$ cat src/rtl/rv32i_pkg.sv
// Shared rv32i core definitions: register/tag widths, PU id width, default PU
// count and the common-data-bus packet seen by the PRF, reservation stations
// and ROB.
package rv32i_pkg;

   localparam int unsigned REG_FILE_BW         = 32;
   localparam int unsigned PHY_REG_FILE_IDX_BW = 6;
   // Wide enough for up to 8 processing units; NUM_PU may be smaller.
   localparam int unsigned PU_ID_BW            = 3;
   localparam int unsigned NUM_PU_DEFAULT      = 2;

   typedef struct packed {
      logic                           vld;
      logic [PU_ID_BW-1:0]            pu_id;
      logic [PHY_REG_FILE_IDX_BW-1:0] tag;
      logic [REG_FILE_BW-1:0]         data;
   } cdb_pkt_t;

   // Round-robin successor; wraps at n rather than at 2**PU_ID_BW.
   function automatic logic [PU_ID_BW-1:0] rr_next(input logic [PU_ID_BW-1:0] id,
                                                    input int unsigned n);
      if (32'(id) + 32'd1 >= n) return '0;
      return PU_ID_BW'(32'(id) + 32'd1);
   endfunction

endpackage

$ cat src/rtl/rv32i_cdb_arbiter_if.sv
// PU-to-CDB writeback bus.
//   i_pu_vld/i_pu_tag/i_pu_data : per-PU results offered to the arbiter
//   o_pu_rdy                    : per-PU one-hot grant
//   i_flush, i_cdb_rdy          : ROB flush and consumer accept
//   o_cdb_*                     : registered broadcast
// master = the arbiter, slave = PUs plus consumer.
interface rv32i_cdb_arbiter_if
   import rv32i_pkg::*;
#(
   parameter int unsigned NUM_PU  = NUM_PU_DEFAULT,
   parameter int unsigned DATA_BW = REG_FILE_BW,
   parameter int unsigned TAG_BW  = PHY_REG_FILE_IDX_BW
) ();

   logic [NUM_PU-1:0]              i_pu_vld;
   logic [NUM_PU-1:0][TAG_BW-1:0]  i_pu_tag;
   logic [NUM_PU-1:0][DATA_BW-1:0] i_pu_data;
   logic [NUM_PU-1:0]              o_pu_rdy;
   logic                           i_flush;
   logic                           i_cdb_rdy;
   logic                           o_cdb_vld;
   logic [PU_ID_BW-1:0]            o_cdb_pu_id;
   logic [TAG_BW-1:0]              o_cdb_tag;
   logic [DATA_BW-1:0]             o_cdb_data;

   modport master (
      input  i_pu_vld, i_pu_tag, i_pu_data, i_flush, i_cdb_rdy,
      output o_pu_rdy, o_cdb_vld, o_cdb_pu_id, o_cdb_tag, o_cdb_data
   );

   modport slave (
      output i_pu_vld, i_pu_tag, i_pu_data, i_flush, i_cdb_rdy,
      input  o_pu_rdy, o_cdb_vld, o_cdb_pu_id, o_cdb_tag, o_cdb_data
   );

endinterface

$ cat src/rtl/rv32i_rr_arbiter.sv
// Round-robin one-hot arbiter with its own pointer.
//   clk, rst : clock, async active-high reset (pointer -> 0)
//   req      : request vector
//   en       : grant/advance enable; no grant and no pointer move when low
//   gnt      : one-hot grant (combinational)
module rv32i_rr_arbiter
   import rv32i_pkg::*;
#(
   parameter int unsigned N = NUM_PU_DEFAULT
) (
   input  logic         clk,
   input  logic         rst,
   input  logic [N-1:0] req,
   input  logic         en,
   output logic [N-1:0] gnt
);

   logic [PU_ID_BW-1:0] ptr;
   logic [PU_ID_BW-1:0] gnt_id_c;
   logic                found_c;

   // Two passes: indices at/above ptr first, then wrap to those below it.
   always_comb begin
      gnt      = '0;
      gnt_id_c = '0;
      found_c  = 1'b0;
      for (int unsigned k = 0; k < N; k++) begin
         if (en && !found_c && req[k] && k >= 32'(ptr)) begin
            gnt[k]   = 1'b1;
            gnt_id_c = PU_ID_BW'(k);
            found_c  = 1'b1;
         end
      end
      for (int unsigned k = 0; k < N; k++) begin
         if (en && !found_c && req[k] && k < 32'(ptr)) begin
            gnt[k]   = 1'b1;
            gnt_id_c = PU_ID_BW'(k);
            found_c  = 1'b1;
         end
      end
   end

   // Pointer moves past the winner only on an actual grant.
   always_ff @(posedge clk or posedge rst) begin
      if (rst)          ptr <= '0;
      else if (found_c) ptr <= rr_next(gnt_id_c, N);
   end

endmodule

$ cat src/rtl/rv32i_cdb_arbiter.sv
// Common-data-bus writeback arbiter: picks one completed PU result per cycle,
// registers it and holds it until the consumer accepts it.
//   clk, rst : core clock, async active-high reset
//   bus      : rv32i_cdb_arbiter_if.master (PU requests/grants, flush,
//              consumer ready, registered CDB broadcast)
// Build option RV32I_CDB_FIXED_PRIO_EN: lowest-indexed valid PU always wins
// and no round-robin pointer exists; default is round-robin.
module rv32i_cdb_arbiter
   import rv32i_pkg::*;
#(
   parameter int unsigned NUM_PU  = NUM_PU_DEFAULT,
   parameter int unsigned DATA_BW = REG_FILE_BW,
   parameter int unsigned TAG_BW  = PHY_REG_FILE_IDX_BW
) (
   input logic                 clk,
   input logic                 rst,
   rv32i_cdb_arbiter_if.master bus
);

   logic                free_c;
   logic                grant_en_c;
   logic [NUM_PU-1:0]   gnt_c;
   logic [PU_ID_BW-1:0] sel_id_c;
   logic [TAG_BW-1:0]   sel_tag_c;
   logic [DATA_BW-1:0]  sel_data_c;

   logic                cdb_vld;
   logic [PU_ID_BW-1:0] cdb_pu_id;
   logic [TAG_BW-1:0]   cdb_tag;
   logic [DATA_BW-1:0]  cdb_data;

   // rst in the enable keeps o_pu_rdy low for the whole reset.
   assign free_c     = !cdb_vld || bus.i_cdb_rdy;
   assign grant_en_c = free_c && !bus.i_flush && !rst;

`ifdef RV32I_CDB_FIXED_PRIO_EN
   // Pure priority encode, PU 0 highest.
   logic found_c;
   always_comb begin
      gnt_c   = '0;
      found_c = 1'b0;
      for (int unsigned k = 0; k < NUM_PU; k++) begin
         if (grant_en_c && !found_c && bus.i_pu_vld[k]) begin
            gnt_c[k] = 1'b1;
            found_c  = 1'b1;
         end
      end
   end
`else
   rv32i_rr_arbiter #(.N(NUM_PU)) u_rr (
      .clk (clk),
      .rst (rst),
      .req (bus.i_pu_vld),
      .en  (grant_en_c),
      .gnt (gnt_c)
   );
`endif

   // One-hot AND-OR mux of the winning PU's payload.
   always_comb begin
      sel_id_c   = '0;
      sel_tag_c  = '0;
      sel_data_c = '0;
      for (int unsigned k = 0; k < NUM_PU; k++) begin
         if (gnt_c[k]) begin
            sel_id_c   = sel_id_c   | PU_ID_BW'(k);
            sel_tag_c  = sel_tag_c  | bus.i_pu_tag[k];
            sel_data_c = sel_data_c | bus.i_pu_data[k];
         end
      end
   end

   // Output register: flush empties, a free slot loads or empties, stall holds.
   always_ff @(posedge clk or posedge rst) begin
      if (rst) begin
         cdb_vld   <= 1'b0;
         cdb_pu_id <= '0;
         cdb_tag   <= '0;
         cdb_data  <= '0;
      end else if (bus.i_flush) begin
         cdb_vld <= 1'b0;
      end else if (free_c) begin
         cdb_vld <= |gnt_c;
         if (|gnt_c) begin
            cdb_pu_id <= sel_id_c;
            cdb_tag   <= sel_tag_c;
            cdb_data  <= sel_data_c;
         end
      end
   end

   assign bus.o_pu_rdy    = gnt_c;
   assign bus.o_cdb_vld   = cdb_vld;
   assign bus.o_cdb_pu_id = cdb_pu_id;
   assign bus.o_cdb_tag   = cdb_tag;
   assign bus.o_cdb_data  = cdb_data;

endmodule

$ cat src/flat_wrapper.sv
// flat-port wrapper written by rule: the top's interface ports become plain ports
module rv32i_cdb_arbiter_flat import rv32i_pkg::*;
#(
   parameter int unsigned NUM_PU  = NUM_PU_DEFAULT,
   parameter int unsigned DATA_BW = REG_FILE_BW,
   parameter int unsigned TAG_BW  = PHY_REG_FILE_IDX_BW
)
  (clk, rst, bus_i_pu_vld, bus_i_pu_tag, bus_i_pu_data, bus_i_flush, bus_i_cdb_rdy, bus_o_pu_rdy, bus_o_cdb_vld, bus_o_cdb_pu_id, bus_o_cdb_tag, bus_o_cdb_data);
  rv32i_cdb_arbiter_if #(.NUM_PU(NUM_PU), .DATA_BW(DATA_BW), .TAG_BW(TAG_BW)) bus_i ();
  input logic clk;
  input logic rst;
  input wire logic [$bits(bus_i.i_pu_vld)-1:0] bus_i_pu_vld;
  input wire logic [$bits(bus_i.i_pu_tag)-1:0] bus_i_pu_tag;
  input wire logic [$bits(bus_i.i_pu_data)-1:0] bus_i_pu_data;
  input wire logic [$bits(bus_i.i_flush)-1:0] bus_i_flush;
  input wire logic [$bits(bus_i.i_cdb_rdy)-1:0] bus_i_cdb_rdy;
  output wire logic [$bits(bus_i.o_pu_rdy)-1:0] bus_o_pu_rdy;
  output wire logic [$bits(bus_i.o_cdb_vld)-1:0] bus_o_cdb_vld;
  output wire logic [$bits(bus_i.o_cdb_pu_id)-1:0] bus_o_cdb_pu_id;
  output wire logic [$bits(bus_i.o_cdb_tag)-1:0] bus_o_cdb_tag;
  output wire logic [$bits(bus_i.o_cdb_data)-1:0] bus_o_cdb_data;
  assign bus_i.i_pu_vld = bus_i_pu_vld;
  assign bus_i.i_pu_tag = bus_i_pu_tag;
  assign bus_i.i_pu_data = bus_i_pu_data;
  assign bus_i.i_flush = bus_i_flush;
  assign bus_i.i_cdb_rdy = bus_i_cdb_rdy;
  assign bus_o_pu_rdy = bus_i.o_pu_rdy;
  assign bus_o_cdb_vld = bus_i.o_cdb_vld;
  assign bus_o_cdb_pu_id = bus_i.o_cdb_pu_id;
  assign bus_o_cdb_tag = bus_i.o_cdb_tag;
  assign bus_o_cdb_data = bus_i.o_cdb_data;
  rv32i_cdb_arbiter #(.NUM_PU(NUM_PU), .DATA_BW(DATA_BW), .TAG_BW(TAG_BW)) u_core (.clk(clk), .rst(rst), .bus(bus_i));
endmodule
$ cat config.mk
export PLATFORM = sky130hd
export DESIGN_NAME = rv32i_cdb_arbiter_flat
export DESIGN_NICKNAME = d
export VERILOG_FILES = /design/src/rtl/rv32i_pkg.sv /design/src/rtl/rv32i_cdb_arbiter_if.sv /design/src/rtl/rv32i_rr_arbiter.sv /design/src/rtl/rv32i_cdb_arbiter.sv /design/src/flat_wrapper.sv
export SDC_FILE = /design/constraint.sdc
export NUM_CORES = 1
export LEC_CHECK = 0
export BUFFER_PORTS_ARGS = -buffer_cell sky130_fd_sc_hd__buf_2
export CAP_MARGIN = 20
export CORE_UTILIZATION = 39
export DETAILED_ROUTE_END_ITERATION = 8
export HOLD_SLACK_MARGIN = 0.05
export MAX_ROUTING_LAYER = met4
export PLACE_DENSITY_LB_ADDON = 0.25
export SLEW_MARGIN = 20
export SYNTH_ARGS = -nofsm -noshare
export SYNTH_HDL_FRONTEND = slang
export SYNTH_SLANG_ARGS = --single-unit
$ cat constraint.sdc
create_clock -name clk -period 1.4 [get_ports clk]
set_input_delay 0.28 -clock clk [delete_from_list [all_inputs] [get_ports clk]]
set_output_delay 0.28 -clock clk [all_outputs]
set_load 0.05 [all_outputs]
==> impl_metrics.py <==
metrics = {
    "route": {
        "drcViolationCount": 0,
        "wl_per_cell_um": 15.6,
        "ant_nets": 0,
        "via_per_inst": 5.39,
        "dr.pass1.iters": 4,
        "routed_wl_um": 6350,
        "route.vias.total": 2201,
        "drt_iter0_markers": 62,
    },
    "timing": {
        "setup_violations": 40,
        "report.final.slew_viol_count": 0,
        "rsz0062_at_grt": "yes",
        "hold_viol": 0,
        "clock.fmax_mhz": 588,
        "finalCriticalPeriod_ps": 1700,
        "fin_skew_ps": 4.34,
        "whs_ps": 153,
        "min_period_over_period_pct": 121,
        "setup_slack_ps": -300,
    },
    "die": {
        "rows": 26,
        "dieArea_um2": 5790,
        "io_pins": 126,
        "die_y_um": 76.1,
        "core_area_um2": 5200,
        "die_width_um": 76.1,
        "initial_core_util_pct": 41.1,
    },
    "synth": {
        "yosys_warnings": 0,
        "ys_seq_elements": 41,
        "seq_area_frac_synth_pct": 48.0,
        "syn_area_per_cell_um2": 10.8,
        "syn_inst": 198,
        "synth_cell_types": 23,
        "netlist_area_um2": 2140,
    },
    "worst_setup_path": {
        "required_ps": 1120,
        "critPathKind": "flip-flop to primary output",
        "arrival_ps": 1420,
        "worstRegToRegCells": 7,
        "r2r_slack_ps": -230,
        "crit_fanout": 3,
        "rr_endpoint": "u_core.bus.o_cdb_tag[5]",
        "crit_path_start_kind": "flip-flop",
        "setup.worst_path.start": "u_core.bus.o_cdb_vld",
        "worst_setup_path_end_kind": "primary output",
        "crit_end": "bus_o_pu_rdy[1]",
        "worstReg2RegStart": "u_core.bus.o_cdb_vld",
    },
    "final_layout": {
        "fin_util_pct": 61.6,
        "stdcell_area_um2": 3210,
        "syn2layout_area_growth_pct": 49.8,
        "fin_nets": 419,
        "multiInputGateArea_um2": 971,
        "fillCellCount": 464,
        "regArea_um2": 1030,
        "diodes": 0,
        "layout-drive-gt1-share_pct": 53.6,
    },
    "clock_tree": {
        "cts_root_buf": "clkbuf_8",
        "cts.sinks": 41,
        "htree_levels": 2,
        "cts_buffers": 5,
        "cts_tree": "built",
        "clk_pin_slew_ps": 80,
        "clk_latency_ps": 290,
        "ctsHoldBuffers": 0,
        "clk_path_buf_depth": 2,
    },
    "power_and_ir_drop": {
        "powerDensity_nw_per_um2": 1380,
        "p_leak_nw": 1.58,
        "peakVddDrop_v": 0.000689,
        "finalPower_w": 0.00442,
    },
    "placement": {
        "portBuffers": 123,
        "gp_congestion": 0.760,
        "dp_hpwl_um": 4250,
        "placed_cell_area_um2": 2900,
    },
    "grt": {
        "grt_pass1_vias": 2049,
        "grt-ovfl-total": 0,
        "grt_antenna_before_repair": 0,
        "grt_start_max_net_pins": 39,
        "grt_first_pass_wirelength_um": 10400,
        "track_usage_pct": 23.2,
    },
    "outcome": {
        "violations": "setup timing",
        "status": "finished with violations",
    },
    "run": {
        "maxCapViolCount": 0,
    },
    "min_path": {
        "min_path_type": "input port to asynchronous set/reset pin",
    },
}
## critical path: stages (launching register included)
cell and delay [ps]:
dfrtp_2 410, and2b_1 210, nor4b_4 310, buf_6 200
## stage by stage
step / cells / setup TNS (ps) / worst slack (ps)
2_1_floorplan: 199 / -3490 / -420
4_1_cts: 405 / -7720 / -313
6_report: 408 / -8350 / -300
3_5_place_dp: 387 / -4620 / -205
5_1_grt: 408 / -10180 / -352
3_3_place_gp: 387 / -3930 / -208
## cell usage in the layout (no fill, tap or decap), drive strengths merged
| master | n |
|---|---|
| buf | 158 |
| dfrtp | 41 |
| nand2 | 39 |
| a221o | 38 |
| nor4 | 38 |
| clkbuf | 8 |
| conb | 2 |
| and2b | 2 |
| nand2b | 1 |
| nor2 | 1 |
| o211ai | 1 |
| and4 | 1 |
| or2 | 1 |
| a31oi | 1 |
| a41oi | 1 |
| nor4b | 1 |
| clkinv | 1 |
| nand3 | 1 |
| a21o | 1 |
| o21ai | 1 |
## sequential cells by signal, summed over array words and instances (netlist names)
name,cells
u_core.bus.o_cdb_tag,6
u_core.bus.o_cdb_vld,1
u_core.bus.o_cdb_data,32
u_core.bus.o_cdb_pu_id,1
u_core.u_rr.ptr,1
## where the power goes
part	leakage (nW)	switching (W)	internal [W]
Sequential	0.508	0.000149	0.00144
Combinational	1.03	0.00139	0.000673
Clock	0.0395	0.000409	0.000355
## area by class of cell
| class | instances | area share, % |
|---|---|---|
| tap | 70 | 2.73 |
| sequential | 41 | 32.0 |
| multi-input combinational | 130 | 30.3 |
| timing repair buffer | 158 | 32.3 |
| inverter | 1 | 0.117 |
| clock buffer | 8 | 2.50 |
## worst min path at each step
stage                                    startpoint                   endpoint  slack [ps]  cells after the start
after floorplan                         bus_i_flush       u_core.bus.o_cdb_vld         390                      1
final                                           rst   u_core.bus.o_cdb_data[3]         150                      4
after global placement    u_core.bus.o_cdb_pu_id[0]  u_core.bus.o_cdb_pu_id[0]         460                      1
after global routing                            rst   u_core.bus.o_cdb_data[0]         180                      4
after detailed placement  u_core.bus.o_cdb_pu_id[0]  u_core.bus.o_cdb_pu_id[0]         470                      1
after CTS                                       rst   u_core.bus.o_cdb_data[3]         160                      4
## Yosys cell counts, drive strengths merged
cell    number  area [um^2]
o21ai        1         5.00
or2          1         6.26
nor2         1         11.3
nor4b        1         15.0
nand3        1         5.00
o211ai       1         12.5
conb         1         3.75
nand2       39          146
and4         1         11.3
and2b        2         15.0
clkbuf      10         37.5
a221o       38          380
a21o         1         7.51
a31oi        1         6.26
nand2b       1         8.76
buf         17          129
inv          1         3.75
a41oi        1         8.76
nor4        38          300
dfrtp       41         1030
## layer usage
metal	up-vias	global-route usage (%)	share of wire, %
met5	-	-	0
met2	92	38.4	49
met4	0	5.77	1.0
met3	6	4.19	5.7
li1	1051	-	-
met1	1052	29.6	44
## kinds of logic after synthesis
logic type / count (synthesis) / synth area share, %
other: 1 / 0.175
buffers and inverters: 28 / 7.95
and+or+nand+nor: 85 / 24.3
DFF: 41 / 48.0
AOI/OAI and AO/OA: 43 / 19.6
## what timing repair did
action | in CTS | in global routing
buffers inserted | 7 | 3
setup endpoints to repair | 40 | 41
gates resized for setup | 14 | 0
pin swaps | 15 | 6
cloned | 3 | 0
Power figures use the tool's default switching activity.
